### src/rtl/div.sv
// rtl/div.sv - 32-bit signed restoring divider (optional unsigned mode via DIV_UNSIGNED_EN)
module div (
  input  logic        clk,
  input  logic        reset,
  input  logic [31:0] a,
  input  logic [31:0] b,
`ifdef DIV_UNSIGNED_EN
  input  logic        div_unsigned,
`endif
  input  logic        div_control,
  output logic [31:0] hi_out,
  output logic [31:0] lo_out,
  output logic        div_end,
  output logic        div_zero
);

  typedef enum logic [1:0] {
    IDLE = 2'd0,
    CALC = 2'd1,
    FIX  = 2'd2,
    DONE = 2'd3
  } state_t;

  state_t      state_q, state_d;
  logic [5:0]  cnt_q, cnt_d;
  logic [31:0] rem_q, rem_d;    // partial remainder
  logic [31:0] quo_q, quo_d;    // dividend shifts out the top, quotient bits shift in
  logic [31:0] dvs_q, dvs_d;    // divisor magnitude
  logic        sq_q, sq_d;      // quotient sign
  logic        sr_q, sr_d;      // remainder sign (sign of dividend)
  logic [31:0] hi_q, hi_d;
  logic [31:0] lo_q, lo_d;
  logic        end_q, end_d;
  logic        zero_q, zero_d;

  logic        uns;
  logic        sa, sb;
  logic [31:0] abs_a, abs_b;
  logic [32:0] rem_shift, diff;

`ifdef DIV_UNSIGNED_EN
  assign uns = div_unsigned;
`else
  assign uns = 1'b0;
`endif

  // Unsigned operation simply forces both signs to zero, so no magnitude or sign fix applies.
  assign sa        = a[31] & ~uns;
  assign sb        = b[31] & ~uns;
  assign abs_a     = sa ? (32'd0 - a) : a;
  assign abs_b     = sb ? (32'd0 - b) : b;
  assign rem_shift = {rem_q, quo_q[31]};
  assign diff      = rem_shift - {1'b0, dvs_q};

  // Next-state and datapath update for the divider FSM
  always_comb begin
    state_d = state_q;
    cnt_d   = cnt_q;
    rem_d   = rem_q;
    quo_d   = quo_q;
    dvs_d   = dvs_q;
    sq_d    = sq_q;
    sr_d    = sr_q;
    hi_d    = hi_q;
    lo_d    = lo_q;
    end_d   = 1'b0;
    zero_d  = 1'b0;
    case (state_q)
      IDLE: begin
        if (div_control) begin
          if (b == 32'd0) begin
            end_d   = 1'b1;
            zero_d  = 1'b1;
            state_d = DONE;
          end else begin
            quo_d   = abs_a;
            dvs_d   = abs_b;
            sr_d    = sa;
            sq_d    = sa ^ sb;
            cnt_d   = 6'd0;
            rem_d   = 32'd0;
            state_d = CALC;
          end
        end
      end
      CALC: begin
        if (!diff[32]) begin
          rem_d = diff[31:0];
          quo_d = {quo_q[30:0], 1'b1};
        end else begin
          rem_d = rem_shift[31:0];
          quo_d = {quo_q[30:0], 1'b0};
        end
        cnt_d = cnt_q + 6'd1;
        if (cnt_q == 6'd31) begin
          state_d = FIX;
        end
      end
      FIX: begin
        lo_d    = sq_q ? (32'd0 - quo_q) : quo_q;
        hi_d    = sr_q ? (32'd0 - rem_q) : rem_q;
        end_d   = 1'b1;
        state_d = DONE;
      end
      DONE: begin
        state_d = IDLE;
      end
      default: begin
        state_d = IDLE;
      end
    endcase
  end

  // State register with asynchronous active-low reset
  always_ff @(posedge clk or negedge reset) begin
    if (!reset) begin
      state_q <= IDLE;
      cnt_q   <= 6'd0;
      rem_q   <= 32'd0;
      quo_q   <= 32'd0;
      dvs_q   <= 32'd0;
      sq_q    <= 1'b0;
      sr_q    <= 1'b0;
      hi_q    <= 32'd0;
      lo_q    <= 32'd0;
      end_q   <= 1'b0;
      zero_q  <= 1'b0;
    end else begin
      state_q <= state_d;
      cnt_q   <= cnt_d;
      rem_q   <= rem_d;
      quo_q   <= quo_d;
      dvs_q   <= dvs_d;
      sq_q    <= sq_d;
      sr_q    <= sr_d;
      hi_q    <= hi_d;
      lo_q    <= lo_d;
      end_q   <= end_d;
      zero_q  <= zero_d;
    end
  end

  assign hi_out   = hi_q;
  assign lo_out   = lo_q;
  assign div_end  = end_q;
  assign div_zero = zero_q;

endmodule

### config.mk
export PLATFORM = sky130hd
export DESIGN_NAME = div
export DESIGN_NICKNAME = d
export VERILOG_FILES = /design/src/rtl/div.sv
export SDC_FILE = /design/constraint.sdc
export NUM_CORES = 1
export LEC_CHECK = 0
export BUFFER_PORTS_ARGS = -buffer_cell sky130_fd_sc_hd__buf_2
export CORE_AREA = 2 2 164 166
export CTS_CLUSTER_DIAMETER = 60
export DETAILED_ROUTE_END_ITERATION = 12
export DIE_AREA = 0 0 166 168
export MAX_ROUTING_LAYER = met4
export SLEW_MARGIN = 20
export SYNTH_ARGS = -nofsm -noshare
export SYNTH_HDL_FRONTEND = slang
export SYNTH_SLANG_ARGS = --single-unit
### constraint.sdc
create_clock -name clk -period 4.45 [get_ports clk]
set_input_delay 0.6675 -clock clk [delete_from_list [all_inputs] [get_ports clk]]
set_output_delay 0.6675 -clock clk [all_outputs]
set_load 0.02 [all_outputs]
==> flow_metrics.tcl, run 1 <==
set metrics [dict create \
    min_path_type "input pin to asynchronous set/reset pin" \
    rr_worst_depth 10 \
    synth_area_um2 11300 \
    dp_cells 1749 \
    power_leakage_nw 5.85 \
    cp_data_required_time_ns 4.79 \
    r2r-start "rem_q[18]" \
    area_growth_pct 13.9 \
    wl_per_cell_um 15.9 \
    vias 9710 \
    fin_worst_skew_ns 0.0142 \
    io_pins 133 \
    start_util_pct 43.0 \
    cts-root-buf "clkbuf_16" \
    netlist.area_leader.share_pct 38.0 \
    ir_worst_vdd_mv 0.313 \
    setup_viol 0 \
    synth.largest_area_cell "dfrtp_1" \
    syn_avg_cell_area_um2 8.47 \
    drt_wl_total_um 28300 \
    cts_max_level 4 \
    port_buffers 132 \
    coreArea_um2 26400 \
    ys.warnings.count 0 \
    start_kind "flop" \
    power_density_nw_per_um2 743 \
    clock-sinks 172 \
    clk-insertion-delay-late_ns 0.44 \
    p_seq_share_pct 30.4 \
    grt_max_degree 109 \
    end_kind "flop" \
    hold_ws_ns 0.326 \
    hold_viol 0 \
    crit_slowest_cell "dfrtp_1" \
    path_clk_slew_ns 0.07 \
    crit_type "flop to flop" \
    final_cells 1782 \
    cts_hold_buf 0 \
    die_y_um 168 \
    drive_gt1_share_pct 14.6 \
    hpwl_um 20800 \
    clock_path_buffers 2 \
    crit_family "compound AO/OA/AOI/OAI gates" \
    ys_ff_latch 172 \
    diodes 0 \
    ys.flop_type "dfrtp_1" \
    critPathLaunch "rem_q[18]" \
    die_area_um2 27900 \
    drtPass1Iterations 4 \
    path_cells "ha_1 -> a21o_1 -> a31o_2 -> or3_1 -> a311o_1 -> and2_1 -> a211oi_4 -> buf_4 -> nand2_1 -> o21ai_0" \
    critPathMaxFanout 22 \
    critical_path_buf_inv_count 1 \
    mappedNetlistNets 1447 \
    grt_pass1_wl_um 47900 \
    drc 0 \
    gp_congestion 0.900 \
    syn_inst 1339 \
    synthArstFlopShare_pct 100 \
    netlist-cell-type-count 65 \
    drtAntennaViolNets 0 \
    tritoncts "done" \
    slew_violations 0 \
    antenna_found_initial 0 \
    nFillCells 2591 \
    tightest_slew_ns 1.03 \
    fp.dieW_um 166 \
    cts_resized 0 \
    outcome "complete, no violations" \
    cp.depth 10 \
    netlist_top_cells_area "dfrtp_1, xor2_1, a21oi_1, o21ai_0, nor2_1" \
    maxSlewHeadroom_pct 31.4 \
    p_int_mw 5.07 \
    cpPeakStageDelay_ns 0.48 \
    multi_input_comb_area_um2 6570 \
    drt-initial-drc-count 726 \
    rsz0062_at_grt "false" \
    swShare_pct 47.2 \
    fin_crit_ns 3.62 \
    cts_setup_buffers 0 \
    tns_ns 0 \
    switchingPower_mw 4.52 \
    rows 60 \
    clkPwrFrac_pct 16.0 \
    fmax_ghz 0.276 \
    max_cap_viol_count 0 \
    via_per_inst 5.45 \
    grt_pass1_vias 9250 \
    nNetsFinal 1536 \
    synth_edf_count 0 \
    seq_area_um2 4300 \
    track_usage_pct 21.4 \
    cts-buffers-inserted 17 \
    post-route-period-util_pct 81.3 \
    grt_overflow 0 \
    yosysSeqAreaShare_pct 38.0 \
    comb_power_share_pct 53.6 \
    worstPathArrival_ns 3.95 \
]
[synthesized netlist by cell type, drive strengths merged, types with 17 or more instances]
library cell / count
nor3: 20
xnor2: 40
inv: 58
xor2: 108
o31ai: 34
dfrtp: 172
nor2: 145
nand2: 126
mux2i: 23
a21o: 17
clkbuf: 58
ha: 40
o41ai: 22
or3: 21
a21oi: 152
o21ai: 119
[registers in the layout (all words and copies together), names as in the netlist, 2 cells and up]
| name | flops |
|---|---|
| cnt_q | 6 |
| dvs_q | 32 |
| hi_out | 32 |
| lo_out | 32 |
| quo_q | 32 |
| rem_q | 32 |
| state_q | 2 |
[worst reg2reg max path: cells and delay by family, from the launching register on]
| kind | cells | cell delay (ns) |
|---|---|---|
| buffers and inverters | 1 | 0.38 |
| AO/OA/AOI/OAI | 5 | 1.34 |
| adder cells (fa/ha/maj) | 1 | 0.46 |
| flip-flops | 1 | 0.48 |
| AND/OR/NAND/NOR | 3 | 0.88 |
[power groups by stage]
stage / clock network [mW] / registers [mW] / logic [mW]
after floorplan: 0 / 3.07 / 3.61
after global placement: 0 / 2.92 / 5.06
after detailed placement: 0 / 2.95 / 5.11
after CTS: 1.56 / 2.92 / 5.14
after global routing: 1.62 / 3.03 / 5.79
final: 1.53 / 2.92 / 5.14
[logic make-up after synthesis]
| logic type | Yosys count | share of synthesized area [%] |
|---|---|---|
| buf+inv | 132 | 4.47 |
| fa+ha+maj | 41 | 4.59 |
| compound gates | 404 | 21.7 |
| simple gates | 413 | 17.2 |
| flops | 172 | 38.0 |
| xor+xnor | 148 | 11.4 |
| mux | 29 | 2.63 |
[cell type report]
class | instances | share of cell area [%]
clock inverter | 15 | 1.31
timing repair buffer | 144 | 6.21
inverter | 58 | 1.69
multi-input combinational | 1035 | 50.9
tap | 341 | 3.30
sequential | 172 | 33.3
clock buffer | 17 | 3.29
[final timing paths]
check                            endpoint  slack [ns]
worst max-delay path            rem_q[28]        0.83
worst min-delay path            lo_out[3]        0.33
worst max register to register  rem_q[28]        0.83
worst min register to register  lo_out[0]        0.51
max in group asynchronous       rem_q[30]        3.18
min in group clk                lo_out[0]        0.51
[metal layers]
| metal | up-vias | global-route usage (%) | part of all wire, % |
|---|---|---|---|
| li1 | 4905 | - | - |
| met2 | 231 | 32.3 | 45 |
| met1 | 4557 | 30.6 | 50 |
| met3 | 17 | 3.24 | 4.0 |
| met5 | - | - | 0 |
| met4 | 0 | 4.57 | 1.0 |
[cells in the final DEF (no fill, tap or decap), types with 6 or more instances in the layout]
cell type,instances
a21o_1,17
a21oi_1,151
a31oi_1,8
a32oi_1,6
and2_1,6
buf_2,131
buf_4,9
clkbuf_16,17
dfrtp_1,172
ha_1,38
inv_1,58
inv_8,7
mux2_2,6
mux2i_1,23
nand2_1,126
nand2b_1,9
nand3_1,16
nand4_1,7
nor2_1,145
nor2b_1,11
nor3_1,19
nor4_1,9
o21a_1,6
o21ai_0,116
o31ai_1,33
o41ai_1,20
or2_2,10
or3_1,18
or4_1,14
xnor2_1,40
xor2_1,108
[stage by stage]
step           power [mW]  setup WS [ns]  cell area, um^2  util, %
2_1_floorplan        6.67           1.24            11300        -
3_3_place_gp         7.99          0.806            12300     46.6
3_5_place_dp         8.06          0.665            12300     46.6
4_1_cts              9.62          0.857            12900     48.9
5_1_grt              10.4          0.570            12900     49.0
6_report             9.59          0.832            12900     49.0
No activity file was read; power rests on OpenSTA's default activity.
==> run 2, diff against run 1 <==
==> constraint.sdc (replaced) <==
create_clock -name clk -period 3.7 [get_ports clk]
set_input_delay 0.555 -clock clk [delete_from_list [all_inputs] [get_ports clk]]
set_output_delay 0.555 -clock clk [all_outputs]
set_load 0.02 [all_outputs]
==> flow_metrics.tcl, run 2 (synthesized netlist as in run 1, its figures left out) <==
set metrics [dict create \
    p_int_mw 6.09 \
    nNetsFinal 1549 \
    rr_worst_depth 11 \
    vias 9758 \
    path_cells "ha_1 -> a21o_1 -> a31o_2 -> or3_1 -> a311o_1 -> and2_1 -> a211o_1 -> buf_12 -> mux2i_1 -> nand2_1 -> o21ai_0" \
    grt_max_degree 73 \
    die_area_um2 27900 \
    clkPwrFrac_pct 15.5 \
    drtPass1Iterations 5 \
    hold_viol 0 \
    min_path_type "input pin to asynchronous set/reset pin" \
    drtAntennaViolNets 0 \
    power_density_nw_per_um2 888 \
    outcome "complete, no violations" \
    postLayoutCoreUtil_pct 49.4 \
    rsz0062_at_grt "false" \
    cpPeakStageDelay_ns 0.49 \
    gp_congestion 0.863 \
    io_pins 133 \
    worstPathArrival_ns 3.82 \
    die_y_um 168 \
    cts-root-buf "clkbuf_16" \
    area_growth_pct 14.8 \
    ir_worst_vdd_mv 0.359 \
    diodes 0 \
    tightest_slew_ns 1.06 \
    r2r-start "rem_q[18]" \
    drt-initial-drc-count 681 \
    port_buffers 132 \
    p_seq_share_pct 30.3 \
    hpwl_um 21400 \
    layout_common_cells "dfrtp_1, a21oi_1, nor2_1, buf_2, nand2_1" \
    critPathMaxFanout 17 \
    r2r_setup_slack_ns 0.23 \
    critical_path_buf_inv_count 1 \
    crit_type "flop to flop" \
    drc 0 \
    coreArea_um2 26400 \
    path_clk_slew_ns 0.08 \
    grt_pass1_vias 9237 \
    clock-sinks 172 \
    max_cap_viol_count 0 \
    cts_max_level 4 \
    track_usage_pct 21.3 \
    start_util_pct 43.0 \
    cp_data_required_time_ns 4.05 \
    power_leakage_nw 5.92 \
    fin_crit_ns 3.47 \
    end_kind "flop" \
    mostFrequentLayoutCell "dfrtp_1" \
    fmax_ghz 0.288 \
    slew_violations 0 \
    switchingPower_mw 5.48 \
    maxSlewHeadroom_pct 29.2 \
    tritoncts "done" \
    post-route-period-util_pct 93.7 \
    cts-buffers-inserted 17 \
    hold_ws_ns 0.109 \
    start_kind "flop" \
    clock_path_buffers 2 \
    fin_worst_skew_ns 0.0140 \
    setup_viol 0 \
    fp.dieW_um 166 \
    grt_pass1_wl_um 47600 \
    comb_power_share_pct 54.2 \
    nFillCells 2538 \
    drt_wl_total_um 28600 \
    via_per_inst 5.44 \
    drive_gt1_share_pct 15.3 \
    rows 60 \
    antenna_found_initial 0 \
    wl_per_cell_um 15.9 \
    swShare_pct 47.4 \
    crit_family "compound AO/OA/AOI/OAI gates" \
    crit_slowest_cell "dfrtp_1" \
    critPathLaunch "rem_q[18]" \
    rr_endpoint "rem_q[1]" \
    tns_ns 0 \
    grt_overflow 0 \
    clk-insertion-delay-late_ns 0.44 \
]
run 2: cell count changes in the layout (fill, tap and decap cells not counted), moves of 2 or more:
| cell | before | now |
|---|---|---|
| inv_8 | 7 | 5 |
| buf_4 | 9 | 20 |
| clkinv_8 | 0 | 2 |
| buf_12 | 2 | 5 |
run 2: through the flow:
step	setup WS [ns]	std cells	total power, mW	area (um^2)
floorplan	0.486	1339	8.02	11300
global placement	0.241	1760	9.75	12400
detailed placement	0.200	1760	9.82	12400
CTS	0.171	1792	11.6	13000
global route	0.114	1795	12.6	13000
finish	0.232	1795	11.6	13000
run 2: worst max path at each step:
stage,end,depth (start not counted),slack (ns)
after CTS,rem_q[19],10,0.17
after detailed placement,rem_q[19],10,0.20
after global routing,rem_q[1],14,0.11
after floorplan,rem_q[18],12,0.49
after global placement,rem_q[1],11,0.24
final,rem_q[1],11,0.23
run 2: final cells by class:
class | count | area, um^2 | area share (%)
Multi-Input combinational cell | 1035 | 6570 | 50.4
Inverter | 58 | 218 | 1.67
Sequential cell | 172 | 4300 | 33.1
Timing Repair Buffer | 157 | 917 | 7.04
Tap cell | 341 | 427 | 3.28
Clock inverter | 14 | 149 | 1.14
Clock buffer | 18 | 439 | 3.37
run 2: power groups by stage:
stage | clock (mW) | sequential (mW) | combinational (mW)
2_1_floorplan | 0 | 3.69 | 4.34
3_3_place_gp | 0 | 3.51 | 6.24
3_5_place_dp | 0 | 3.54 | 6.28
4_1_cts | 1.83 | 3.50 | 6.30
5_1_grt | 1.91 | 3.62 | 7.02
6_report | 1.79 | 3.50 | 6.27
run 2: worst reg2reg max path: stages, from the launching register on:
cell	delay (ns)
dfrtp_1	0.49
ha_1	0.45
a21o_1	0.23
a31o_2	0.24
or3_1	0.38
a311o_1	0.38
and2_1	0.23
a211o_1	0.32
buf_12	0.16
mux2i_1	0.26
nand2_1	0.15
o21ai_0	0.11
run 2: routing by layer:
layer,track usage [%],up-vias,wire (um)
met5,-,-,0
met4,5.52,0,398
met3,3.10,25,1230
met2,33.0,238,12800
met1,29.5,4580,14200
li1,-,4915,-
run 2: repair_timing:
action,CTS,global route
hold buffers,0,0
setup endpoints to repair,0,6
resized for setup,0,1
buffers inserted,0,3
